--- src/rtl/oldland_exception_ctrl_pkg.sv ---
// Shared definitions for the Oldland exception sequencer:
// cause codes, vector offsets and FSM encodings.
package oldland_exception_ctrl_pkg;

  typedef enum logic [2:0] {
    EXC_CAUSE_NONE    = 3'd0,
    EXC_CAUSE_ILLEGAL = 3'd1,
    EXC_CAUSE_IRQ     = 3'd3,
    EXC_CAUSE_IFETCH  = 3'd4,
    EXC_CAUSE_DABORT  = 3'd5
  } exc_cause_t;

  localparam logic [5:0] EXC_VEC_ILLEGAL = 6'h04;
  localparam logic [5:0] EXC_VEC_IRQ     = 6'h0C;
  localparam logic [5:0] EXC_VEC_IFETCH  = 6'h10;
  localparam logic [5:0] EXC_VEC_DABORT  = 6'h14;

  typedef enum logic [1:0] {
    ST_IDLE  = 2'd0,
    ST_DRAIN = 2'd1,
    ST_ENTER = 2'd2
  } exc_state_t;

  function automatic logic [5:0] exc_vec_offset(
    input exc_cause_t c
  );
    case (c)
      EXC_CAUSE_ILLEGAL: return EXC_VEC_ILLEGAL;
      EXC_CAUSE_IRQ:     return EXC_VEC_IRQ;
      EXC_CAUSE_IFETCH:  return EXC_VEC_IFETCH;
      EXC_CAUSE_DABORT:  return EXC_VEC_DABORT;
      default:           return 6'h00;
    endcase
  endfunction

  // Cause codes are not ordered by urgency, so rank them explicitly.
  function automatic logic [2:0] exc_rank(
    input exc_cause_t c
  );
    case (c)
      EXC_CAUSE_DABORT:  return 3'd4;
      EXC_CAUSE_IFETCH:  return 3'd3;
      EXC_CAUSE_ILLEGAL: return 3'd2;
      EXC_CAUSE_IRQ:     return 3'd1;
      default:           return 3'd0;
    endcase
  endfunction

endpackage

--- src/rtl/oldland_exception_ctrl.sv ---
// Exception/IRQ entry sequencer: accept, stall+flush,
// drain in-flight memory ops, then strobe entry and redirect fetch.
module oldland_exception_ctrl
  import oldland_exception_ctrl_pkg::*;
#(
  parameter int unsigned DRAIN_CYCLES = 3
) (
  input  logic        clk,
  input  logic        rst,
  input  logic [25:0] vector_base,
  input  logic        irqs_enabled,
  input  logic        irq_req,
  input  logic        illegal_instr,
  input  logic        ifetch_abort,
  input  logic        data_abort_req,
  input  logic        mem_busy,
  input  logic [31:0] next_pc,
  output logic        pipeline_stall,
  output logic        pipeline_flush,
  output logic        exception_start,
  output logic        exception_disable_irqs,
  output logic        irq_start,
  output logic        data_abort,
  output logic [31:0] irq_fault_address,
  output logic        exc_branch,
  output logic [31:0] exc_target,
  output logic [2:0]  exc_cause
);

  localparam logic [3:0] CNT_INIT = 4'(DRAIN_CYCLES - 1);

  function automatic exc_cause_t pick_cause(
    input logic dab,
    input logic ifa,
    input logic ill,
    input logic irq
  );
    if (dab)      return EXC_CAUSE_DABORT;
    else if (ifa) return EXC_CAUSE_IFETCH;
    else if (ill) return EXC_CAUSE_ILLEGAL;
    else if (irq) return EXC_CAUSE_IRQ;
    else          return EXC_CAUSE_NONE;
  endfunction

  exc_state_t  state_q;
  exc_cause_t  cause_q;
  logic [3:0]  cnt_q;
  logic        stall_q;
  logic        flush_q;
  logic        start_q;
  logic        irq_start_q;
  logic        dabort_q;
  logic [31:0] fault_q;
  logic [31:0] target_q;

  exc_cause_t acc_cause_d;
  exc_cause_t urg_cause_d;
  exc_cause_t drn_cause_d;
  logic       drain_done_d;

  always_comb begin
    acc_cause_d = pick_cause(data_abort_req, ifetch_abort,
                             illegal_instr,
                             irq_req && irqs_enabled);
    urg_cause_d = pick_cause(data_abort_req, ifetch_abort,
                             1'b0, 1'b0);
    drn_cause_d = cause_q;
    if (exc_rank(urg_cause_d) > exc_rank(cause_q))
      drn_cause_d = urg_cause_d;
    drain_done_d = (cnt_q == 4'd0) && !mem_busy;
  end

  always_ff @(posedge clk or posedge rst) begin
    if (rst) begin
      state_q     <= ST_IDLE;
      cause_q     <= EXC_CAUSE_NONE;
      cnt_q       <= 4'd0;
      stall_q     <= 1'b0;
      flush_q     <= 1'b0;
      start_q     <= 1'b0;
      irq_start_q <= 1'b0;
      dabort_q    <= 1'b0;
      fault_q     <= 32'd0;
      target_q    <= 32'd0;
    end else begin
      flush_q     <= 1'b0;
      start_q     <= 1'b0;
      irq_start_q <= 1'b0;
      dabort_q    <= 1'b0;
      unique case (state_q)
        ST_IDLE: begin
          if (acc_cause_d != EXC_CAUSE_NONE) begin
            state_q <= ST_DRAIN;
            stall_q <= 1'b1;
            flush_q <= 1'b1;
            cause_q <= acc_cause_d;
            cnt_q   <= CNT_INIT;
            if (acc_cause_d == EXC_CAUSE_IRQ)
              fault_q <= next_pc;
          end
        end
        ST_DRAIN: begin
          cause_q <= drn_cause_d;
          if (cnt_q != 4'd0)
            cnt_q <= cnt_q - 4'd1;
          if (drain_done_d) begin
            state_q     <= ST_ENTER;
            start_q     <= 1'b1;
            irq_start_q <= drn_cause_d == EXC_CAUSE_IRQ;
            dabort_q    <= drn_cause_d == EXC_CAUSE_DABORT;
            target_q    <= {vector_base,
                            exc_vec_offset(drn_cause_d)};
          end
        end
        ST_ENTER: begin
          state_q <= ST_IDLE;
          stall_q <= 1'b0;
        end
        default: begin
          state_q <= ST_IDLE;
          stall_q <= 1'b0;
        end
      endcase
    end
  end

  assign pipeline_stall         = stall_q;
  assign pipeline_flush         = flush_q;
  assign exception_start        = start_q;
  assign exception_disable_irqs = start_q;
  assign exc_branch             = start_q;
  assign irq_start              = irq_start_q;
  assign data_abort             = dabort_q;
  assign irq_fault_address      = fault_q;
  assign exc_target             = target_q;
  assign exc_cause              = cause_q;

endmodule

--- config.mk ---
export PLATFORM = sky130hd
export DESIGN_NAME = oldland_exception_ctrl
export DESIGN_NICKNAME = d
export VERILOG_FILES = /design/src/rtl/oldland_exception_ctrl_pkg.sv /design/src/rtl/oldland_exception_ctrl.sv
export SDC_FILE = /design/constraint.sdc
export NUM_CORES = 1
export LEC_CHECK = 0
export CAP_MARGIN = 5
export CORE_ASPECT_RATIO = 2
export CORE_MARGIN = 3
export CORE_UTILIZATION = 35
export CTS_BUF_LIST = sky130_fd_sc_hd__clkbuf_16
export CTS_CLUSTER_SIZE = 24
export DETAILED_ROUTE_END_ITERATION = 16
export MAX_ROUTING_LAYER = met4
export PLACE_DENSITY = 0.65
export REMOVE_ABC_BUFFERS = 1
export SLEW_MARGIN = 20
export SYNTH_ARGS = -nofsm -noshare
export SYNTH_HDL_FRONTEND = slang
export SYNTH_SLANG_ARGS = --single-unit
--- constraint.sdc ---
create_clock -name clk -period 3.1 [get_ports clk]
set_clock_uncertainty 0.1 [all_clocks]
set_input_delay 0.31 -clock clk [delete_from_list [all_inputs] [get_ports clk]]
set_output_delay 0.31 -clock clk [all_outputs]
set_load 0.05 [all_outputs]
==> results by group <==
Run status
  – Run status: finished, final reports clean

Clocking
  – Clock transition at path regs: 0.05 ns
  – Number of clock buffers inserted by TritonCTS: 9
  – TritonCTS clock tree: yes
  – Number of post-CTS setup repair buffers: 0
  – Maximum clock path buffer count: 2
  – Number of gates resized after CTS: 0
  – Hold bufs inserted after CTS: 0
  – Later-pin clock latency in the skew report: 0.32 ns
  – Clk sink count: 75
  – CTS Root Buffer Type: clkbuf_16
  – Maximum level of the CTS H-tree: 3

Placement
  – Number of placed instances with taps included: 451
  – Placed standard-cell area: 4628 sq um
  – Post-detailed-placement half-perimeter wirelength: 6156 um
  – RD Place Congestion: 0.9606
  – Count of buffers from port buffering: 136
  – Worst slack at placement: 0.4656 ns

Finish
  – Syn-to-layout area delta: 54.12%
  – Register area: 1877 sq um
  – Non-filler cells in the finished layout: 466
  – Layout net count: 432
  – Multi-input logic area: 1185 sq um
  – Design Area, Final: 4935 sq um
  – Share of final-layout standard cells stronger than drive strength 1: 22.40%
  – Fill cells: 768
  – Antenna cell count: 0

Timing
  – Setup violations, final: 0
  – Setup TNS: 0 ns
  – Worst-case setup margin in the final layout: 0.8081 ns
  – Max-slew headroom: 59.82%
  – RSZ-0062 raised after global routing: no
  – Final clock period utilization by the worst path: 73.93%
  – Endpoints failing hold: 0
  – Min Tclk post-route: 2.292 ns
  – Final max-slew violation count: 0
  – Max Fclk: 0.4363 GHz
  – Pin slew with the least headroom to its limit: 0.6018 ns

Drt
  – Routed length per instance: 17.60 um
  – DR pass1 iterations: 4
  – Vias after detailed routing: 2272
  – Antenna-violating nets left: 0
  – Routed wire length: 8202 um
  – Number of DRC markers in iteration 0: 115
  – Post-route DRC: 0
  – Number of vias per cell: 4.876

Global route
  – Met1 Resource Use GR: 18.53%
  – Met3 layer usage reported by global route: 3.262%
  – Maximum number of pins on one net before global-route repair: 49
  – Global-route wire length before repair: 12880 um
  – Global-route total usage across every layer: 17.11%
  – Initial antenna violation count: 0
  – Met2 demand-to-capacity share in global routing: 29.73%
  – Number of global-route vias before repair: 2407
  – Congestion Overflow GR: 0
  – Grt peak-use layer: met2

Logic synthesis
  – Dominant combinational cell family by area after synthesis: multiplexers
  – Post-synthesis compound-gate area fraction: 4.377%
  – Post-Syn Area per Cell: 14.36 sq um
  – Most frequent cells after synthesis: dfrtp_1, mux2_2, mux2_4
  – Parity-gate share of the synthesized area counting xor and xnor cells: 0.8206%
  – Count of warnings emitted by yosys: 0
  – Dominant cells by area after synthesis: dfrtp_1, mux2_4, mux2_2
  – Cell with the most instances after synthesis: dfrtp_1
  – Count of flip-flops with a built-in enable after synthesis: 0
  – Area fraction in and, or, nand and nor cells after synthesis: 5.744%
  – Largest area contributor in the netlist: dfrtp_1
  – Share of synthesized cell area in full adder, half adder and majority cells: 1.563%
  – Mux cell area share after synthesis: 24.11%
  – Share of Yosys cell area claimed by the top area cell type: 58.62%
  – Post-synthesis cell type count: 35
  – Proportion of synthesized chip area in sequential cells: 58.62%
  – Async set-or-reset flop fraction in the synthesized netlist: 100.0%
  – Number of synthesized register bits: 75
  – Most frequently used flop master after synthesis: dfrtp_1
  – Synthesized instance count: 223
  – Combined area of all synthesized cells: 3202 sq um

Critical path
  – Ordered cell list for the critical path: nor2b_1 > inv_1 > o21ai_0 > ha_1 > nand3_1 > a21boi_1 > buf_4 > a21oi_1 > a221o_1
  – Critical path launch point type: register
  – Slowest library cell on the worst path: dfrtp_1
  – Max stage delay on crit path: 0.44 ns
  – Arrival time of the worst setup path: 2.40 ns
  – Critical Path RT: 3.21 ns
  – Crit end category: register
  – Largest fanout of any net on the critical path: 7
  – Crit path kind: reg -> reg

Floorplanning
  – Initial Utilization: 36.52%
  – Vertical die dimension: 141.3 um
  – Num ports: 140
  – Total number of placement rows: 48
  – Horizontal extent of the die: 73.63 um
  – Total die area: 10400 sq um
  – Area of the placeable core: 8768 sq um

Pwr
  – Worst ir drop on vdd: 637.9 uV
  – Total power density per cell area: 1207 nW/um^2
  – Leak Pwr: 0.002294 uW
  – Tot Pwr: 5958 uW

Flow run
  – Max-cap violation count: 0

Min path
  – Class of the tightest hold or removal check: in -> async
[layout make-up]
cell class	count	area share (%)
flip-flops and latches	75	38.03
repair buffers	140	28.45
multi-input cells	126	24.01
clock buffers	9	4.564
well taps	100	2.535
clock inverters	6	1.648
inverters	10	0.7606
[worst max-delay path: cells and delay by family (launching register included)]
kind	cells	cell delay, ns
flip-flops	1	0.44
AND/OR/NAND/NOR	2	0.31
buffers and inverters	2	0.23
adder cells (fa/ha/maj)	1	0.28
AO/OA/AOI/OAI	4	0.82
[cells in the final DEF (no fill, tap or decap), types with 3 or more instances in the layout]
cell type / n
nor2b_1: 3
buf_4: 3
clkbuf_16: 9
conb_1: 3
a21oi_1: 6
clkdlybuf4s50_1: 136
nand2_1: 8
nor2_1: 4
mux2_2: 29
nor3_1: 3
inv_1: 9
xor2_1: 3
o21ai_0: 8
ha_1: 4
mux2_4: 29
dfrtp_1: 75
nand3_1: 5
[final timing paths]
| path | cells past startpoint | start | slack, ns | to |
|---|---|---|---|---|
| max in group asynchronous | 3 | rst | 1.96 | exc_target[30]$_DFFE_PP0P_ |
| min in group clk | 2 | exc_target[4]$_DFFE_PP0P_ | 0.38 | exc_target[4]$_DFFE_PP0P_ |
| worst min register to register | 2 | exc_target[4]$_DFFE_PP0P_ | 0.38 | exc_target[4]$_DFFE_PP0P_ |
| worst min-delay path | 2 | rst | 0.28 | irq_fault_address[14]$_DFFE_PP0P_ |
| worst max-delay path | 9 | exc_cause[2]$_DFFE_PP0P_ | 0.81 | exc_cause[0]$_DFFE_PP0P_ |
| worst max register to register | 9 | exc_cause[2]$_DFFE_PP0P_ | 0.81 | exc_cause[0]$_DFFE_PP0P_ |
[through the flow]
stage	util, %	hold slack, ns
6_report	56.28	0.2828
5_1_grt	56.28	0.3265
4_1_cts	56.28	0.2907
3_5_place_dp	52.78	0.3756
3_3_place_gp	52.78	0.3671
2_1_floorplan	-	0.3564
[power by group]
| part | internal [uW] | leakage [uW] | switching (uW) |
|---|---|---|---|
| clock | 694 | 0.000149 | 382 |
| combinational | 1260 | 0.00120 | 1980 |
| sequential | 1390 | 0.000948 | 252 |
| total | 3340 | 0.00229 | 2620 |
[kinds of logic (layout without fill, tap and decap cells)]
group                    count (synthesis)  after routing
flip-flops                              75             75
multiplexers                            59             59
AND/OR/NAND/NOR                         34             34
buffers and inverters                   24            165
AO/OA/AOI/OAI                           23             23
adder cells (fa/ha/maj)                  4              4
XOR/XNOR                                 3              3
other                                    1              3
[sequential cells by signal, summed over array words and instances (netlist names)]
| name | count |
|---|---|
| exc_cause | 3 |
| irq_fault_address | 32 |
| data_abort | 1 |
| pipeline_flush | 1 |
| irq_start | 1 |
| pipeline_stall | 1 |
| exc_branch | 1 |
| exc_target | 29 |
| state_q | 2 |
| cnt_q | 4 |
[metal layers]
| metal | vias up | wire, um |
|---|---|---|
| li1 | 1035 | - |
| met4 | 0 | 187 |
| met3 | 12 | 333 |
| met5 | - | 0 |
| met2 | 84 | 4868 |
| met1 | 1141 | 2813 |
No activity file was read; power rests on OpenSTA's default activity.
